$ cat config.mk
export PLATFORM = sky130hd
export DESIGN_NAME = best_move_select
export DESIGN_NICKNAME = d
export VERILOG_FILES = /design/src/rtl/best_move_select.rtl.sv
export SDC_FILE = /design/constraint.sdc
export NUM_CORES = 1
export LEC_CHECK = 0
export ABC_AREA = 1
export ABC_CLOCK_PERIOD_IN_PS = 2240
export CORE_AREA = 8 8 67 81
export DETAILED_ROUTE_END_ITERATION = 10
export DIE_AREA = 0 0 75 89
export GPL_TIMING_DRIVEN = 0
export PLACE_DENSITY = 0.86
export SYNTH_ARGS = -nofsm -noshare
export SYNTH_HDL_FRONTEND = slang
export SYNTH_SLANG_ARGS = --single-unit
$ cat constraint.sdc
create_clock -name clk -period 2.24 [get_ports clk]
set_clock_uncertainty 0.15 [all_clocks]
set_input_delay 0.56 -clock clk [delete_from_list [all_inputs] [get_ports clk]]
set_output_delay 0.56 -clock clk [all_outputs]
set_load 0.1 [all_outputs]
$ cat src/rtl/best_move_select.rtl.sv
// best_move_select
// Runs one move search as a sequence of arbiter passes (one per candidate
// source piece), keeps the strictly-best (score, src, dst) seen so far, and
// offers the winner to the move-execution logic on a valid/ready handshake.
// Every output is a flop fed from the next-state logic, so nothing reaches an
// output combinationally from an input.

module best_move_select #(
  parameter int SCORE_W    = 6,
  parameter int POS_W      = 6,
  parameter int MAX_PASSES = 16
) (
  input  logic               clk,
  input  logic               rst_n,
  input  logic               start,
  input  logic [4:0]         num_passes,
  input  logic               abort,
  output logic               pass_req,
  output logic [3:0]         pass_idx,
  input  logic               arb_valid,
  input  logic [SCORE_W-1:0] arb_score,
  input  logic [POS_W-1:0]   arb_pos,
  input  logic [POS_W-1:0]   arb_src,
  output logic               move_valid,
  input  logic               move_ready,
  output logic [POS_W-1:0]   move_src,
  output logic [POS_W-1:0]   move_dst,
  output logic [SCORE_W-1:0] move_score,
  output logic               no_move,
  output logic               busy
);

  localparam logic [1:0] ST_IDLE    = 2'd0;
  localparam logic [1:0] ST_REQ     = 2'd1;
  localparam logic [1:0] ST_WAIT    = 2'd2;
  localparam logic [1:0] ST_PRESENT = 2'd3;

  localparam logic [4:0] MAX_N = 5'(MAX_PASSES);

  logic [1:0]         state_r,      state_nxt_s;
  logic [4:0]         n_r,          n_nxt_s;
  logic [3:0]         cnt_r,        cnt_nxt_s;
  logic [SCORE_W-1:0] best_score_r, best_score_nxt_s;
  logic [POS_W-1:0]   best_src_r,   best_src_nxt_s;
  logic [POS_W-1:0]   best_dst_r,   best_dst_nxt_s;
  logic               last_pass_s;

  // The current pass is the final one when the counter reaches N-1 (N >= 1 in WAIT).
  assign last_pass_s = ({1'b0, cnt_r} == (n_r - 5'd1));

  // Next-state logic: abort wins over everything, then the per-state transitions.
  always_comb begin
    state_nxt_s      = state_r;
    n_nxt_s          = n_r;
    cnt_nxt_s        = cnt_r;
    best_score_nxt_s = best_score_r;
    best_src_nxt_s   = best_src_r;
    best_dst_nxt_s   = best_dst_r;
    if (abort) begin
      // Best registers are deliberately left intact until the next start.
      state_nxt_s = ST_IDLE;
    end else begin
      case (state_r)
        ST_IDLE: begin
          if (start) begin
            n_nxt_s          = (num_passes > MAX_N) ? MAX_N : num_passes;
            cnt_nxt_s        = 4'd0;
            best_score_nxt_s = '0;
            best_src_nxt_s   = '0;
            best_dst_nxt_s   = '0;
            if (num_passes == 5'd0) begin
              state_nxt_s = ST_PRESENT;
            end else begin
              state_nxt_s = ST_REQ;
            end
          end else begin
            state_nxt_s = ST_IDLE;
          end
        end
        ST_REQ: begin
          state_nxt_s = ST_WAIT;
        end
        ST_WAIT: begin
          if (arb_valid) begin
            // Strict compare: on a tie the earlier pass keeps the slot.
            if (arb_score > best_score_r) begin
              best_score_nxt_s = arb_score;
              best_src_nxt_s   = arb_src;
              best_dst_nxt_s   = arb_pos;
            end else begin
              best_score_nxt_s = best_score_r;
            end
            if (last_pass_s) begin
              state_nxt_s = ST_PRESENT;
            end else begin
              cnt_nxt_s   = cnt_r + 4'd1;
              state_nxt_s = ST_REQ;
            end
          end else begin
            state_nxt_s = ST_WAIT;
          end
        end
        ST_PRESENT: begin
          // A start arriving with the acceptance is dropped: we are not in IDLE.
          if (move_ready) begin
            state_nxt_s = ST_IDLE;
          end else begin
            state_nxt_s = ST_PRESENT;
          end
        end
        default: begin
          state_nxt_s = ST_IDLE;
        end
      endcase
    end
  end

  // Internal search state: FSM, clamped pass count, pass counter and best move.
  always_ff @(posedge clk or negedge rst_n) begin
    if (!rst_n) begin
      state_r      <= ST_IDLE;
      n_r          <= 5'd0;
      cnt_r        <= 4'd0;
      best_score_r <= '0;
      best_src_r   <= '0;
      best_dst_r   <= '0;
    end else begin
      state_r      <= state_nxt_s;
      n_r          <= n_nxt_s;
      cnt_r        <= cnt_nxt_s;
      best_score_r <= best_score_nxt_s;
      best_src_r   <= best_src_nxt_s;
      best_dst_r   <= best_dst_nxt_s;
    end
  end

  // Registered outputs, decoded from next-state so they line up with the state flops.
  always_ff @(posedge clk or negedge rst_n) begin
    if (!rst_n) begin
      pass_req   <= 1'b0;
      pass_idx   <= 4'd0;
      move_valid <= 1'b0;
      move_src   <= '0;
      move_dst   <= '0;
      move_score <= '0;
      no_move    <= 1'b0;
      busy       <= 1'b0;
    end else begin
      pass_req   <= (state_nxt_s == ST_REQ);
      pass_idx   <= cnt_nxt_s;
      move_valid <= (state_nxt_s == ST_PRESENT);
      move_src   <= best_src_nxt_s;
      move_dst   <= best_dst_nxt_s;
      move_score <= best_score_nxt_s;
      no_move    <= (state_nxt_s == ST_PRESENT) && (best_score_nxt_s == '0);
      busy       <= (state_nxt_s != ST_IDLE);
    end
  end

endmodule

Yosys cells after proc, flatten, opt, wreduce, memory -nomap -nowiden
Index checks and enable logic that the tools add are counted.
{ "word_totals": {"register_bits": 33, "inputBits": 29, "n_memories": 0, "latchBits": 0, "mem_bits_ro": 0, "word_cells": 58, "output_inout_bits": 26, "ramBits": 0} }
{ "classes": {"n_eq_ne": 10, "magnitude_cmp": 2, "addsub": 2, "n_mux": 24, "multipliers": 0, "div": 0, "bitwise_logic": 1, "n_reduce_logical": 9, "shifts": 0} }
{ "ops": {"columns": ["operator", "count"], "rows": [
  ["two-way mux 6 bit", 9],
  ["one-hot mux 6 bit (2 select lines)", 3],
  ["two-way mux 2 bit", 6],
  ["two-way mux 4 bit", 3],
  ["AND reduction 5 bit", 2],
  ["inequality test 2 bit, second input constant", 4],
  ["one-hot mux 2 bit (4 select lines)", 1],
  ["one-hot mux 4 bit (2 select lines)", 1],
  ["== test 2 bit, second input constant", 3],
  ["> comparator 6 bit", 1],
  ["zero test 6 bit", 1],
  ["== test 4 x 5 -> 1 bit", 1],
  ["> comparator 5 bit, second input constant", 1],
  ["zero test 5 bit", 1],
  ["two-way mux 5 bit", 1],
  ["subtractor 5 x 1 -> 5 bit, second input constant", 1],
  ["adder 4 x 1 -> 4 bit, second input constant", 1],
  ["== test 2 x 1 -> 1 bit, second input constant", 2],
  ["nonzero test 2 bit", 2],
  ["AND reduction 3 bit", 1],
  ["zero test 2 bit", 1],
  ["logical AND 1 bit", 1],
  ["inverter 1 bit", 1]
]} }

Logic depth before layout (Yosys ltp)
{ "depth": {"ltp_word": 8, "depth_mapped": 16} }

Worst setup path before layout
No wires, ideal clock.
{ "synth_timing": {"kind": "reg-to-reg", "from": "register, netlist name move_score[5]", "to": "register move_dst[1]", "period_less_slack_ns": 2.527, "setup_time_ns": 0.129, "path_slack_ns": -0.287, "required_time_ns": 1.961, "stages_incl_launch_ff": 13, "arrival_ns": 2.248, "path_cell_list": "dfrtp_1 inv_1 ha_1 nand2_2 nor2_2 a21oi_1 nand2_2 nand2_2 nand2_2 buf_6 clkbuf_8 nand2_1 o21ai_0"} }
{ "synth_rtl": {"columns": ["element", "line_no", "text"], "rows": [
  ["end signal: assignment", "153", "move_dst <= best_dst_nxt_s;"],
  ["end: declaration", "27", "output logic [POS_W-1:0] move_dst,"]
]} }

Worst setup path after layout
{ "layout_timing": {"from": "register move_src[3]", "to": "output port move_src[3]"} }
{ "layout_rtl": {"columns": ["element", "line_no", "text"], "rows": [
  ["start: declaration", "26", "output logic [POS_W-1:0] move_src,"],
  ["start signal: assignment", "152", "move_src <= best_src_nxt_s;"]
]} }
No word-level cell between the ends.

==> results.ini <==
[cts]
clock_sinks = 33
cts_hold_buf = 0
clk_pin_slew_ns = 0.07
cts_buffer_depth = 2
insertion_delay_ns = 0.28
cts_tree = done
clock-root-buffer = clkbuf_8
htreeDepth = 2
cts_buffers = 5

[worst_setup_path]
cp_slowest_cell = dlygate4sd2_1
path_max_fanout = 2
reg2reg_from = move_score[5]
reg2reg_slack_ns = 0.21
slowest_delay_ns = 0.86
crit_type = reg -> out
worstPathCellList = dlygate4sd2_1
endpoint_kind = primary output
cp.arrival_ns = 1.50
worst-path-buf-inv = 1
r2r.worst_path.cells = 12
cp_data_required_time_ns = 1.53
critPathTopFamily = buffers and inverters
reg2reg_to = move_src[1]
startpoint_type = flop

[hold_path]
hp-class = in -> async

[drt]
drt_pass1_iterations = 4
vias_per_cell = 4.75
drt_iter0_drc = 111
wl_per_cell_um = 12.2
vias = 1711
routed_wl_mm = 4.41
postRouteAntennaNets = 0
drc_errors = 0

[pwr]
p_int_mw = 1.24
seq_power_share_pct = 33.5
switching_share_pct = 44.7
peakVddDrop_v = 0.000420
power.total_mw = 2.24
p_sw_mw = 1.00
p_clk_share_pct = 22.0
p_leak_nw = 1.38
p_comb_share_pct = 44.6
power_density_nw_per_um2 = 847

[placement]
gp_congestion = 0.828
dp.cells = 351
portBuffers = 54
dp_hpwl_mm = 3.39

[die]
die_area_um2 = 6680
core_area_um2 = 4130
die_w_um = 75
die_h_um = 89
rows = 26
start_util_pct = 45.3
io_pins = 55

[synthesis]
yosysSeqAreaShare_pct = 44.1
avgSynthCellArea_um2 = 7.76
syn_nets = 278
ys_types = 25
synth_area_um2 = 1870
synthCells = 241
ys_seq_elements = 33
yosysWarnings = 0

[timing]
maxSlewViolCount = 0
slew_headroom_pct = 35.4
setup_violations = 0
hold_viol_final = 0
tightest_slew_ns = 0.973
rsz0062_at_grt = no
post-route-period-util_pct = 98.4
fmax_mhz = 454
post-route-min-period_ns = 2.21

[global_routing]
track_usage_pct = 14.2
grt_pass1_wl_mm = 7.21
grt_remaining_overflow = 0
grt_pass1_vias = 1676
grt_max_degree = 34
antenna_found_initial = 0

[final_layout]
final_cell_mix = nand2_1, inv_1, dfrtp_1
stdcell_count = 360
area_delta_synth_final_pct = 41.2
n_fill_cell = 357
final_layout_size_suffix_gt1_share_pct = 20.7
n_antenna_cell = 0
final_net_count = 340
final_common_cell = nand2_1

[job]
maxCapViolCount = 0

[run_status]
run_status = completed

through the flow:
| stage | area (um^2) | util [%] | TNS, ns | worst slack, ns | hold slack [ns] |
|---|---|---|---|---|---|
| 3_3_place_gp | 2490 | 60.3 | -12.10 | -0.387 | 0.315 |
| 4_1_cts | 2610 | 63.2 | 0 | 0.000281 | 0.193 |
| 6_report | 2640 | 63.9 | 0 | 0.0350 | 0.172 |
| 3_5_place_dp | 2490 | 60.2 | -5.87 | -0.395 | 0.323 |
| 2_1_floorplan | 1880 | - | 0 | 0.00720 | 0.114 |
| 5_1_grt | 2640 | 63.9 | 0 | 0.000156 | 0.227 |
cell usage after synthesis (all sizes together):
cell,n,area share [%]
nand4,2,0.67
nor2,20,5.7
nand2,94,21
nand3,13,4.0
xor2,1,0.47
a21oi,8,2.5
ha,8,5.4
dfrtp,33,44
a22oi,1,0.40
clkbuf,1,0.74
nor3,1,0.54
buf,3,1.4
inv,37,7.4
o21ai,17,4.5
or2,2,0.67
registers in the layout (all words and copies together), names as in the netlist, 2 cells and up:
name / cells
move_dst: 6
move_score: 6
move_src: 6
n_r: 5
pass_idx: 4
state_r: 2
area by class of cell:
class                   count  area [um^2]  share of cell area (%)
multi-input cells         167          922                    34.9
flip-flops and latches     33          836                    31.6
repair buffers             55          529                    20.0
inverters                  37          139                    5.26
clock buffers               7         96.3                    3.65
well taps                  56         70.1                    2.65
plain buffers               4         43.8                    1.66
clock inverters             1         5.00                   0.189
power groups by stage:
stage	Combinational, mW	Clock [mW]	Sequential (mW)
finish	0.997	0.492	0.748
global route	1.07	0.540	0.760
CTS	0.994	0.505	0.747
detailed placement	1.01	0	0.758
global placement	0.986	0	0.757
floorplan	0.365	0	1.14
cells by family after synthesis:
kind of cell | synth area share, %
xor gates and xnor gates | 0.468
AOI/OAI and AO/OA | 7.49
buffers and inverters | 9.57
DFF | 44.1
and+or+nand+nor | 33.0
adders and majority gates | 5.35
layer usage:
metal  wire length [um]  up-vias  GRT usage (%)
li1                   -      874              -
met1               1810      790           15.0
met2               2260       39           24.8
met3                253        8           3.93
met4                 91        0           7.68
met5                  0        -              0
worst max path at each step:
stage / cells after the start / end / startpoint / slack [ns]
2_1_floorplan: 12 / move_dst[1] / move_score[1] / 0.007
3_3_place_gp: 1 / move_score[5] / rst_n / -0.39
3_5_place_dp: 15 / no_move / arb_score[0] / -0.40
4_1_cts: 13 / move_src[1] / arb_score[3] / 0.0003
5_1_grt: 1 / move_score[4] / move_score[4] / 0.0002
6_report: 1 / move_src[3] / move_src[3] / 0.03
repair_timing:
action                                  in CTS  in global routing
endpoints found under the setup margin      37                 27
resized for setup                           50                 17
pin swaps                                    6                  3
setup buffers                                1                  0
Note: power is estimated with default switching activity, not from simulation.
